## config.mk

```make
export PLATFORM = sky130hd
export DESIGN_NAME = accel_job_ctrl
export DESIGN_NICKNAME = d
export VERILOG_FILES = /design/src/rtl/accel_job_ctrl.sv
export SDC_FILE = /design/constraint.sdc
export NUM_CORES = 1
export LEC_CHECK = 0
export ABC_AREA = 0
export CAP_MARGIN = 20
export CORE_MARGIN = 4
export CORE_UTILIZATION = 40
export CTS_CLUSTER_SIZE = 30
export DETAILED_ROUTE_END_ITERATION = 10
export GPL_ROUTABILITY_DRIVEN = 0
export PLACE_DENSITY = 0.72
export SYNTH_ARGS = -nofsm -noshare
export SYNTH_HDL_FRONTEND = slang
export SYNTH_SLANG_ARGS = --single-unit
```

## constraint.sdc

```tcl
create_clock -name user_clk -period 2.3 [get_ports user_clk]
set_input_delay 0.345 -clock user_clk [delete_from_list [all_inputs] [get_ports user_clk]]
set_output_delay 0.345 -clock user_clk [all_outputs]
set_load 0.03 [all_outputs]
```

## src/rtl/accel_job_ctrl.sv

```systemverilog
// accel_job_ctrl
// Job controller for the BRAM A/B -> C accelerator. Host software programs
// job length and control through a small register port; the block launches
// the compute engine, counts busy cycles and raises an XDMA user interrupt
// until acknowledged.
//
// Ports:
//   user_clk, user_resetn      clock, asynchronous active-low reset
//   cfg_wr_en/rd_en/addr/wdata register port (byte address, bits [1:0] ignored)
//   cfg_rdata, cfg_rvalid      registered read data, one cycle after cfg_rd_en
//   eng_start, eng_len         one-cycle launch pulse and job length to engine
//   eng_done                   one-cycle completion pulse from engine
//   usr_irq_req, usr_irq_ack   interrupt handshake toward XDMA
//   leds                       {timeout_err, irq_pending, busy, heartbeat}
//
// Register map: 0x00 CTRL, 0x04 STATUS, 0x08 LEN, 0x0C CYCLES, 0x10 TIMEOUT.
// Build option: define ACCEL_JOB_CTRL_TIMEOUT_EN to enable the job watchdog
// (TIMEOUT register and TMO_ERR status bit); otherwise both read as 0.
module accel_job_ctrl #(
  parameter int LEN_W = 16,
  parameter int CNT_W = 32
) (
  input  logic             user_clk,
  input  logic             user_resetn,
  input  logic             cfg_wr_en,
  input  logic             cfg_rd_en,
  input  logic [4:0]       cfg_addr,
  input  logic [31:0]      cfg_wdata,
  output logic [31:0]      cfg_rdata,
  output logic             cfg_rvalid,
  output logic             eng_start,
  output logic [LEN_W-1:0] eng_len,
  input  logic             eng_done,
  output logic             usr_irq_req,
  input  logic             usr_irq_ack,
  output logic [3:0]       leds
);

  typedef enum logic [1:0] {S_IDLE, S_LAUNCH, S_RUN, S_IRQ} state_t;

  localparam logic [2:0] A_CTRL    = 3'd0;
  localparam logic [2:0] A_STATUS  = 3'd1;
  localparam logic [2:0] A_LEN     = 3'd2;
  localparam logic [2:0] A_CYCLES  = 3'd3;
  localparam logic [2:0] A_TIMEOUT = 3'd4;

  state_t           state, state_next;
  logic [2:0]       reg_sel;
  logic             ctrl_wr, start_wr, soft_rst, status_wr;
  logic             launch, done_set, tmo_set, busy;
  logic             irq_en, done_flag, tmo_err;
  logic [LEN_W-1:0] len_reg;
  logic [CNT_W-1:0] cycles, cnt_inc;
  logic [23:0]      hb_cnt;
  logic             hb;
  logic [31:0]      rd_mux;
  logic             unused_cfg;

  assign reg_sel   = cfg_addr[4:2];
  assign ctrl_wr   = cfg_wr_en && (reg_sel == A_CTRL);
  assign start_wr  = ctrl_wr && cfg_wdata[0];
  assign soft_rst  = ctrl_wr && cfg_wdata[2];
  assign status_wr = cfg_wr_en && (reg_sel == A_STATUS);
  assign unused_cfg = ^{cfg_addr[1:0], cfg_wdata};

  // Saturating increment of the job cycle counter
  assign cnt_inc = (&cycles) ? cycles : cycles + CNT_W'(1);

`ifdef ACCEL_JOB_CTRL_TIMEOUT_EN
  logic [CNT_W-1:0] timeout_reg;
`endif

  always_ff @(posedge user_clk or negedge user_resetn) begin
    if (!user_resetn) state <= S_IDLE;
    else              state <= state_next;
  end

  always_comb begin
    state_next  = state;
    launch      = 1'b0;
    done_set    = 1'b0;
    tmo_set     = 1'b0;
    eng_start   = 1'b0;
    usr_irq_req = 1'b0;
    busy        = 1'b1;
    case (state)
      S_IDLE: begin
        busy = 1'b0;
        if (start_wr) begin
          if (len_reg == '0) begin
            done_set = 1'b1;
          end else begin
            launch     = 1'b1;
            state_next = S_LAUNCH;
          end
        end
      end
      S_LAUNCH: begin
        eng_start  = 1'b1;
        state_next = S_RUN;
      end
      S_RUN: begin
        if (eng_done) begin
          done_set   = 1'b1;
          state_next = irq_en ? S_IRQ : S_IDLE;
        end
`ifdef ACCEL_JOB_CTRL_TIMEOUT_EN
        else if (cnt_inc >= timeout_reg) begin
          tmo_set    = 1'b1;
          state_next = irq_en ? S_IRQ : S_IDLE;
        end
`endif
      end
      S_IRQ: begin
        usr_irq_req = 1'b1;
        if (usr_irq_ack) state_next = S_IDLE;
      end
      default: state_next = S_IDLE;
    endcase
    // Soft reset overrides every event of this cycle, including a START
    if (soft_rst) begin
      state_next = S_IDLE;
      launch     = 1'b0;
      done_set   = 1'b0;
      tmo_set    = 1'b0;
    end
  end

  always_ff @(posedge user_clk or negedge user_resetn) begin
    if (!user_resetn) begin
      irq_en    <= 1'b0;
      done_flag <= 1'b0;
      len_reg   <= '0;
      cycles    <= '0;
      eng_len   <= '0;
    end else begin
      if (ctrl_wr) irq_en <= cfg_wdata[1];
      if (cfg_wr_en && (reg_sel == A_LEN)) len_reg <= cfg_wdata[LEN_W-1:0];
      // A DONE set in the same cycle as its W1C wins
      if (soft_rst)                       done_flag <= 1'b0;
      else if (done_set)                  done_flag <= 1'b1;
      else if (status_wr && cfg_wdata[1]) done_flag <= 1'b0;
      if (launch) eng_len <= len_reg;
      if (soft_rst || state == S_LAUNCH) cycles <= '0;
      else if (state == S_RUN)           cycles <= cnt_inc;
    end
  end

`ifdef ACCEL_JOB_CTRL_TIMEOUT_EN
  always_ff @(posedge user_clk or negedge user_resetn) begin
    if (!user_resetn) begin
      timeout_reg <= '1;
      tmo_err     <= 1'b0;
    end else begin
      if (cfg_wr_en && (reg_sel == A_TIMEOUT)) timeout_reg <= cfg_wdata[CNT_W-1:0];
      if (soft_rst)                       tmo_err <= 1'b0;
      else if (tmo_set)                   tmo_err <= 1'b1;
      else if (status_wr && cfg_wdata[2]) tmo_err <= 1'b0;
    end
  end
`else
  assign tmo_err = tmo_set;
`endif

  always_comb begin
    rd_mux = '0;
    case (reg_sel)
      A_CTRL:    rd_mux[1]   = irq_en;
      A_STATUS:  rd_mux[2:0] = {tmo_err, done_flag, busy};
      A_LEN:     rd_mux      = 32'(len_reg);
      A_CYCLES:  rd_mux      = 32'(cycles);
`ifdef ACCEL_JOB_CTRL_TIMEOUT_EN
      A_TIMEOUT: rd_mux      = 32'(timeout_reg);
`endif
      default:   rd_mux      = '0;
    endcase
  end

  always_ff @(posedge user_clk or negedge user_resetn) begin
    if (!user_resetn) begin
      cfg_rdata  <= '0;
      cfg_rvalid <= 1'b0;
      hb_cnt     <= '0;
      hb         <= 1'b0;
    end else begin
      cfg_rdata  <= cfg_rd_en ? rd_mux : '0;
      cfg_rvalid <= cfg_rd_en;
      hb_cnt     <= hb_cnt + 24'(1);
      if (&hb_cnt) hb <= ~hb;
    end
  end

  assign leds = {tmo_err, usr_irq_req, busy, hb};

endmodule

```

**Word level (Yosys, flattened, before mapping)**

Index checks and enable logic that the tools add are counted.

- Input port bits: 43
- Output and inout bits: 55
- Bits in registers: 126
- Logic and storage cells: 70

- Reduce and logical (&&, ||, !) cells: 16
- $add $sub $neg: 2
- Equal/unequal tests: 11
- Bitwise operators: 1
- Muxes and demuxes: 30

Operators with widths:

| cell | number |
|---|---|
| 32-bit two-way mux | 4 |
| 29-bit case mux with 2 select lines | 1 |
| 32-bit by 1-bit adder with 32-bit output, second input constant | 1 |
| 32-bit AND reduction | 1 |
| 24-bit by 1-bit adder with 24-bit output, second input constant | 1 |
| 24-bit AND reduction | 1 |
| 16-bit zero test | 1 |
| 1-bit two-way mux | 14 |
| 2-bit two-way mux | 6 |
| 3-bit inequality test, second input constant | 4 |
| 2-bit case mux with 4 select lines | 1 |
| 3-bit by 2-bit == test with 1-bit output, second input constant | 2 |
| 1-bit logical AND | 6 |
| 2-bit == test, second input constant | 2 |
| 1-bit case mux with 2 select lines | 2 |
| 1-bit case mux with 4 select lines | 1 |
| 4-bit AND reduction | 1 |
| 3-bit by 1-bit == test with 1-bit output, second input constant | 1 |
| 3-bit zero test | 1 |
| 1-bit case mux with 3 select lines | 1 |
| 3-bit nonzero test | 1 |
| 2-bit by 1-bit == test with 1-bit output, second input constant | 1 |
| 2-bit zero test | 1 |
| 2-bit by 1-bit inequality test with 1-bit output, second input constant | 1 |
| other kinds (4) | 4 |

**Depth between registers and ports, before layout**

Gate-level depths: netlist (run 1).

- Depth after elaboration: 8
- Gate-level depth with buffers: 7

**Least setup slack after synthesis (run 1)**

No wires, ideal clock.

- Path type: input port to flip-flop
- Start: in cfg_addr[2]
- End: reg eng_len[0]
- Path slack: 133 ps
- Buffers on the path: 2
- Required time: 2,175 ps
- Stages on the path: 6
- Library setup time: 125 ps
- Data arrival time: 2,042 ps
- Cells stage by stage: clkbuf_1 nor4b_2 nand3_1 nor3_2 buf_4 mux2_2

- Word-level cells in the longest chain between the ends: 6
- Elaborated cells on any way between the ends: 7

Ends and longest elaborated chain:

| what | RTL line | source |
|---|---|---|
| start: declaration | 27 | `input logic [4:0] cfg_addr,` |
| 3-bit zero test (*) | 60 | `assign ctrl_wr = cfg_wr_en && (reg_sel == A_CTRL);` |
| 1-bit logical AND (*) | 60 |  |
| 1-bit logical AND | 61 | `assign start_wr = ctrl_wr && cfg_wdata[0];` |
| 1-bit two-way mux | 89 | `if (start_wr) begin` |
| 1-bit two-way mux | 86 | `case (state)` |
| 1-bit two-way mux (*) | 121 | `if (soft_rst) begin` |
| end signal: assignment | 143 | `if (launch) eng_len <= len_reg;` |
| end: declaration | 32 | `output logic [LEN_W-1:0] eng_len,` |

Every way passes the cells marked *; elsewhere a longest branch is shown, timed or not.
A chain may end at the register's enable or synchronous reset.

**Final worst setup path (run 1)**

- Start: reg state[1]
- End: out usr_irq_req

- Word-level cells in the longest chain between the ends: 2

Ends and longest elaborated chain:

| what | RTL line | source |
|---|---|---|
| start: declaration | 47 | `state_t state, state_next;` |
| start signal: assignment | 75 | `else state <= state_next;` |
| 2-bit == test | 86 |  |
| 1-bit two-way mux | 86 |  |
| end: declaration | 34 | `output logic usr_irq_req,` |

No other way between the ends.

==> key figures, run 1 <==
Hold path
  – Worst min-delay path category: input port to register
  – Hold depth: 1
  – Worst Hold End: cfg_rvalid
  – Hold Startpoint: cfg_rd_en

Clock tree
  – TritonCTS clock tree: done
  – Post-CTS setup buffer count: 0
  – Clk_lat worst skew: 420 ps
  – CTS root buf: clkbuf_16
  – Clock Path Buffers: 2
  – Number of H-tree levels: 4
  – Clock slew at reported path FFs: 50 ps
  – CTS sink count: 126
  – Total CTS buffers: 17

Floorplanning
  – Core Area: 13400 µm²
  – FP Rows: 42
  – Die width: 126 µm
  – Chip Height: 126 µm
  – Initial Util: 41.3%
  – Die Area: 15800 µm²
  – Number of I/O pins: 98

Logic synthesis
  – FFs w/ async S/R, synth: 100%
  – #FFs+latches synth: 126
  – Synth warnings: 0
  – Cells after synthesis: 483
  – Commonest cells in the netlist: dfrtp_1 (126), mux2_2 (33), nand2_1 (31), nor2_1 (28), xnor2_1 (23)
  – Syn nets: 528
  – Sequential fraction of the synthesis area: 57.0%
  – Synth unique cells: 52
  – Syn avg cell area: 11.5 µm²
  – Post-synth top area cell: dfrtp_1
  – Synthesized area: 5530 µm²
  – Synth top area share: 57.0%
  – Post-synth top flop: dfrtp_1
  – Number of synthesized flops with an enable pin: 0
  – Most common cell in the netlist: dfrtp_1
  – Top post-synthesis cells by area: dfrtp_1 (57%), mux2_2 (6.7%), xnor2_1 (3.6%)

Route
  – Iteration-0 DRC Markers: 290
  – Post-route ant nets: 0
  – Total wire length: 12.1 mm
  – Drt via density: 5.22
  – Vias post-DR: 4082
  – DRC Markers: 0
  – First-pass DRT Iterations: 4
  – Per-cell routed wire length: 15.4 µm

Final layout
  – Syn-to-layout area delta: 33.2%
  – Finished Layout Cells: 782
  – Diode count: 0
  – Largest registers: cfg_rdata: 32 flops, cycles: 32 flops, hb_cnt: 24 flops
  – Layout cell share with drive strength beyond 1: 18.8%
  – Nets: 639

Power
  – Worst vdd ir: 0.697 mV
  – Pwr per Cell Area: 958 nW/µm²
  – Leakage: 3.26 nW

GRT
  – Total grt overflow: 0
  – Initial antenna violation count: 0
  – GRT Util Overall: 16.1%
  – Vias in the first global route: 4287
  – First-pass GRT wire length: 20.6 mm
  – Largest net degree at the start of global routing: 48

Worst setup path
  – Startpoint types: register
  – Worst path required time: 1960 ps
  – Worst R2R Start: cycles[12]
  – CP Max Fanout: 11
  – Crit path DAT: 1800 ps
  – Endpoint of the lowest-slack register-to-register path: cycles[0]
  – CP Capture Type: output port
  – Setup slack, reg-to-reg: 230 ps
  – Worst Setup Path Type: register to output port
  – Worst path max stage delay: 680 ps
  – Crit-path cells: buf_4, and2_1, clkdlybuf4s50_1
  – CP startpoint: state[1]
  – FF-to-FF path depth: 5
  – Slowest library cell on the worst path: clkdlybuf4s50_1

Job
  – MaxCap Viol Count: 0

Placement
  – Placed cell count: 750
  – Post-DP HPWL: 8.53 mm
  – Number of buffers added on ports: 78

Timing
  – Final Skew: 16.0 ps
  – Pins over their slew limit: 0
  – Slew HR: 61.0%
  – Hold Vio Cnt, Final: 0
  – Slew @ Worst Pin: 580 ps
  – Period Utilization, post-route: 93.1%
  – Hold_ws: 417 ps
  – Max Fclk: 467 MHz
  – Unrepaired setup endpoints after global routing: no
  – Final Setup Violations: 0
  – Setup Total Neg Slack: 0 ps
  – Min Clock Period, post-route: 2140 ps

Status
  – Outcome: completed
## worst max-delay path, delay by kind of cell, from the launching register on
| kind | cells | cell delay (ps) |
|---|---|---|
| buffers and inverters | 2 | 860 |
| and+or+nand+nor | 1 | 180 |
| DFF | 1 | 360 |
## cell usage in the layout (no fill, tap or decap), types with 3 or more instances in the layout
cell type        synthesis  routed
o21a_1                   3       3
nor3_2                   1       3
mux2i_1                  3       3
a211oi_1                 8       8
nor4_1                   8       8
nor2_1                  28      28
bufinv_16                0       5
nor3_1                   7       5
o21ai_0                 18      18
and3_1                   8       8
mux2_2                  33      33
xnor2_1                 23      23
a21oi_1                 16      16
xor2_1                  10      10
nand4_1                 20      20
nand2_1                 31      31
clkdlybuf4s50_1          0      75
nand3_1                 19      19
nand2b_1                 3       3
or3_1                   14      14
nor2b_1                  5       5
and2_1                  20      20
a31oi_1                  5       5
inv_1                   10      10
a22o_1                  13      13
dfrtp_1                126     126
clkbuf_16                0      17
buf_4                    5      34
clkinv_2                 0       3
buf_12                   0       3
## routing by layer
layer	vias to the layer above	wire (µm)	GRT usage, %
li1	1945	-	-
met1	2026	5210	20.3
met2	100	5830	25.4
met3	11	892	6.60
met4	0	138	5.29
met5	-	0	0
## cells by family after synthesis
| family | Yosys count | share of synthesized area [%] |
|---|---|---|
| other | 1 | 0.0678 |
| adders and majority gates | 2 | 0.452 |
| muxes | 37 | 7.66 |
| buffers and inverters | 33 | 3.21 |
| xor gates and xnor gates | 33 | 5.22 |
| DFF | 126 | 57.0 |
| AOI/OAI and AO/OA | 70 | 8.25 |
| and+or+nand+nor | 181 | 18.2 |
## metrics by stage
step | setup slack, ps | util [%] | power, mW | area (µm²)
finish | 158 | 55.0 | 7.06 | 7370
global route | 27.0 | 55.0 | 7.36 | 7370
CTS | 73.9 | 54.9 | 7.14 | 7360
detailed placement | 59.3 | 50.0 | 4.20 | 6710
global placement | 95.8 | 50.0 | 4.16 | 6710
floorplan | 133 | - | 3.54 | 5530
## cell type report
class                   instances  area, µm²
repair buffers                115       1100
fillers                      1168       6030
well taps                     176        220
clock inverters                11        189
flip-flops and latches        126       3150
inverters                      10       37.5
multi-input cells             324       2220
clock buffers                  20        457
## power breakdown
| part | internal [mW] | leakage (nW) | total [mW] | switching [mW] |
|---|---|---|---|---|
| Combinational | 0.678 | 1.26 | 1.49 | 0.814 |
| Sequential | 2.48 | 1.69 | 2.67 | 0.188 |
| Clock | 1.97 | 0.312 | 2.90 | 0.932 |
| Total | 5.12 | 3.26 | 7.06 | 1.93 |
## worst max path at each step
stage,endpoint,depth (start not counted)
2_1_floorplan,eng_len[0],6
3_3_place_gp,eng_len[11],6
3_5_place_dp,eng_len[0],6
4_1_cts,leds[1],4
5_1_grt,cycles[5],6
6_report,usr_irq_req,3
## what timing repair did
| action | in CTS | in global routing |
|---|---|---|
| hold buffers | 1 | 0 |
| hold endpoints to repair | 35 | 0 |
| resized for setup | 1 | 3 |
| endpoints found under the setup margin | 1 | 6 |
(Power assumes the default switching activity.)
==> inputs of run 2 (changes only) <==
--- a/config.mk
+++ b/config.mk
@@ -9,10 +9,13 @@
 export CAP_MARGIN = 20
 export CORE_MARGIN = 4
 export CORE_UTILIZATION = 40
+export CTS_CLUSTER_DIAMETER = 200
 export CTS_CLUSTER_SIZE = 30
 export DETAILED_ROUTE_END_ITERATION = 10
 export GPL_ROUTABILITY_DRIVEN = 0
+export MAX_ROUTING_LAYER = met4
 export PLACE_DENSITY = 0.72
 export SYNTH_ARGS = -nofsm -noshare
 export SYNTH_HDL_FRONTEND = slang
 export SYNTH_SLANG_ARGS = --single-unit
+export TNS_END_PERCENT = 100
==> key figures, run 2 (synthesized netlist as in run 1, its figures left out) <==
Timing
  – Slew HR: 63.4% (+2.4 points)
  – Setup Total Neg Slack: 0 ps (unchanged)
  – Min Clock Period, post-route: 2140 ps (-2.87 ps)
  – Period Utilization, post-route: 93.0% (-0.12 points)
  – Final Setup Violations: 0 (unchanged)
  – Pins over their slew limit: 0 (unchanged)
  – Unrepaired setup endpoints after global routing: no
  – Max Fclk: 468 MHz (+0.13%)
  – Hold Vio Cnt, Final: 0 (unchanged)
  – Final Skew: 18.7 ps (+2.67 ps)
  – Slew @ Worst Pin: 545 ps (-35.0 ps)

Worst setup path
  – Crit-path cells: buf_4, and2_1, clkdlybuf4s50_1
  – CP Capture Type: output port
  – Worst path required time: 1960 ps (about the same)
  – Crit path DAT: 1790 ps (about the same)
  – Slowest library cell on the worst path: clkdlybuf4s50_1
  – Startpoint types: register
  – CP Max Fanout: 11 (unchanged)
  – Worst Setup Path Type: register to output port
  – Worst path max stage delay: 680 ps (about the same)

Route
  – DRC Markers: 0 (unchanged)
  – First-pass DRT Iterations: 4 (unchanged)
  – Vias post-DR: 4082 (unchanged)
  – Total wire length: 12.1 mm (about the same)
  – Drt via density: 5.22 (unchanged)
  – Iteration-0 DRC Markers: 255 (-12%)
  – Post-route ant nets: 0 (unchanged)
  – Per-cell routed wire length: 15.4 µm (about the same)

Floorplanning
  – Core Area: 13400 µm² (unchanged)
  – Die width: 126 µm (unchanged)
  – Chip Height: 126 µm (unchanged)
  – Number of I/O pins: 98 (unchanged)
  – FP Rows: 42 (unchanged)
  – Initial Util: 41.3% (unchanged)
  – Die Area: 15800 µm² (unchanged)

Hold path
  – Worst min-delay path category: input port to register

Clock tree
  – TritonCTS clock tree: done
  – CTS root buf: clkbuf_16
  – Clock slew at reported path FFs: 50 ps (about the same)
  – Number of H-tree levels: 4 (unchanged)
  – Post-CTS setup buffer count: 0 (unchanged)
  – CTS sink count: 126 (unchanged)
  – Total CTS buffers: 17 (unchanged)
  – Clock Path Buffers: 2 (unchanged)
  – Clk_lat worst skew: 420 ps (about the same)

Placement
  – Post-DP Area: 6710 µm² (unchanged)
  – Post-DP HPWL: 8.53 mm (unchanged)
  – Number of buffers added on ports: 78 (unchanged)

Job
  – MaxCap Viol Count: 0 (unchanged)

GRT
  – Initial antenna violation count: 0 (unchanged)
  – First-pass GRT wire length: 20.6 mm (about the same)
  – Total grt overflow: 0 (unchanged)
  – Largest net degree at the start of global routing: 48 (unchanged)
  – Vias in the first global route: 4285 (-0.047%)
  – GRT Util Overall: 16.6% (+0.46 points)

Final layout
  – Largest registers: cfg_rdata: 32 flops, cycles: 32 flops, hb_cnt: 24 flops
  – Diode count: 0 (unchanged)
  – Nets: 639 (unchanged)
  – Final Instance Area: 7370 µm² (unchanged)
  – Layout cell share with drive strength beyond 1: 18.8% (unchanged)
  – Most common cell after layout, fill and taps aside: dfrtp_1
  – Commonest cells after routing, fill and taps aside: dfrtp_1 (126), clkdlybuf4s50_1 (75), buf_4 (34)
  – Syn-to-layout area delta: 33.2% (unchanged)

Status
  – Outcome: completed

Power
  – Flop pwr share: 37.8% (about the same)
  – Int Power: 5.12 mW (about the same)
  – Pwr per Cell Area: 958 nW/µm² (about the same)
  – Worst vdd ir: 0.697 mV (about the same)
  – Switching Share: 27.4% (about the same)
  – Clock share of power: 41.1% (about the same)
  – Comb power frac: 21.2% (about the same)
  – Leakage: 3.26 nW (unchanged)
  – NetSw: 1.93 mW (about the same)
  – Design Power: 7.06 mW (about the same)
==> run 2: cell counts in the layout (fill, tap and decap cells not counted) <==
Identical to the previous run, type by type.
==> run 2: power by group through the flow <==
stage / clock network [mW] / logic (mW) / registers [mW]
after detailed placement: 0 / 1.51 / 2.70
final: 2.90 / 1.49 / 2.67
after CTS: 2.95 / 1.51 / 2.67
after floorplan: 0 / 0.589 / 2.95
after global placement: 0 / 1.47 / 2.69
after global routing: 3.06 / 1.60 / 2.70
==> run 2: final timing paths <==
kind / from / to / slack [ps] / depth (start not counted)
hold / removal: cfg_rd_en / cfg_rvalid / 420 / 1
min in group asynchronous: user_resetn / cfg_rdata[17] / 450 / 2
setup / recovery: state[1] / usr_irq_req / 160 / 3
max in group asynchronous: user_resetn / cycles[0] / 1220 / 3
hold reg to reg: hb / hb / 460 / 1
setup reg to reg: cycles[12] / cycles[0] / 240 / 5
==> run 2: worst max-delay path: cells and delay by family, from the launching register on <==
| family | cells | cell delay, ps |
|---|---|---|
| flip-flops | 1 | 360 |
| AND/OR/NAND/NOR | 1 | 180 |
| buffers and inverters | 2 | 860 |
==> run 2: cell type report <==
class	count	area (µm²)
fill	1168	6030
sequential	126	3150
multi-input combinational	324	2220
timing repair buffer	115	1100
clock buffer	20	457
tap	176	220
clock inverter	11	189
inverter	10	37.5
==> run 2: metrics by stage <==
step                      hold slack, ps  worst slack (ps)  instances  utilization [%]
after global routing                 413              27.0        782             55.0
after floorplan                     49.4               133        483                -
final                                421               161        782             55.0
after detailed placement             348              59.3        750             50.0
after CTS                            400              73.9        782             54.9
after global placement               334              95.8        750             50.0
==> run 2: repair_timing <==
| item | 4_1_cts | 5_1_grt |
|---|---|---|
| hold buffers | 1 | 0 |
| setup endpoints to repair | 1 | 6 |
| gates cloned | 0 | 0 |
| hold endpoints to repair | 35 | 0 |
| pin swaps | 0 | 0 |
| resized for setup | 1 | 3 |
==> run 2: routing by layer <==
metal / GRT usage (%) / up-vias / part of all wire [%]
met1: 20.3 / 2020 / 43
met3: 6.39 / 10 / 7.2
met4: 5.29 / 0 / 0.88
met5: - / - / 0
li1: - / 1947 / -
met2: 25.4 / 105 / 49
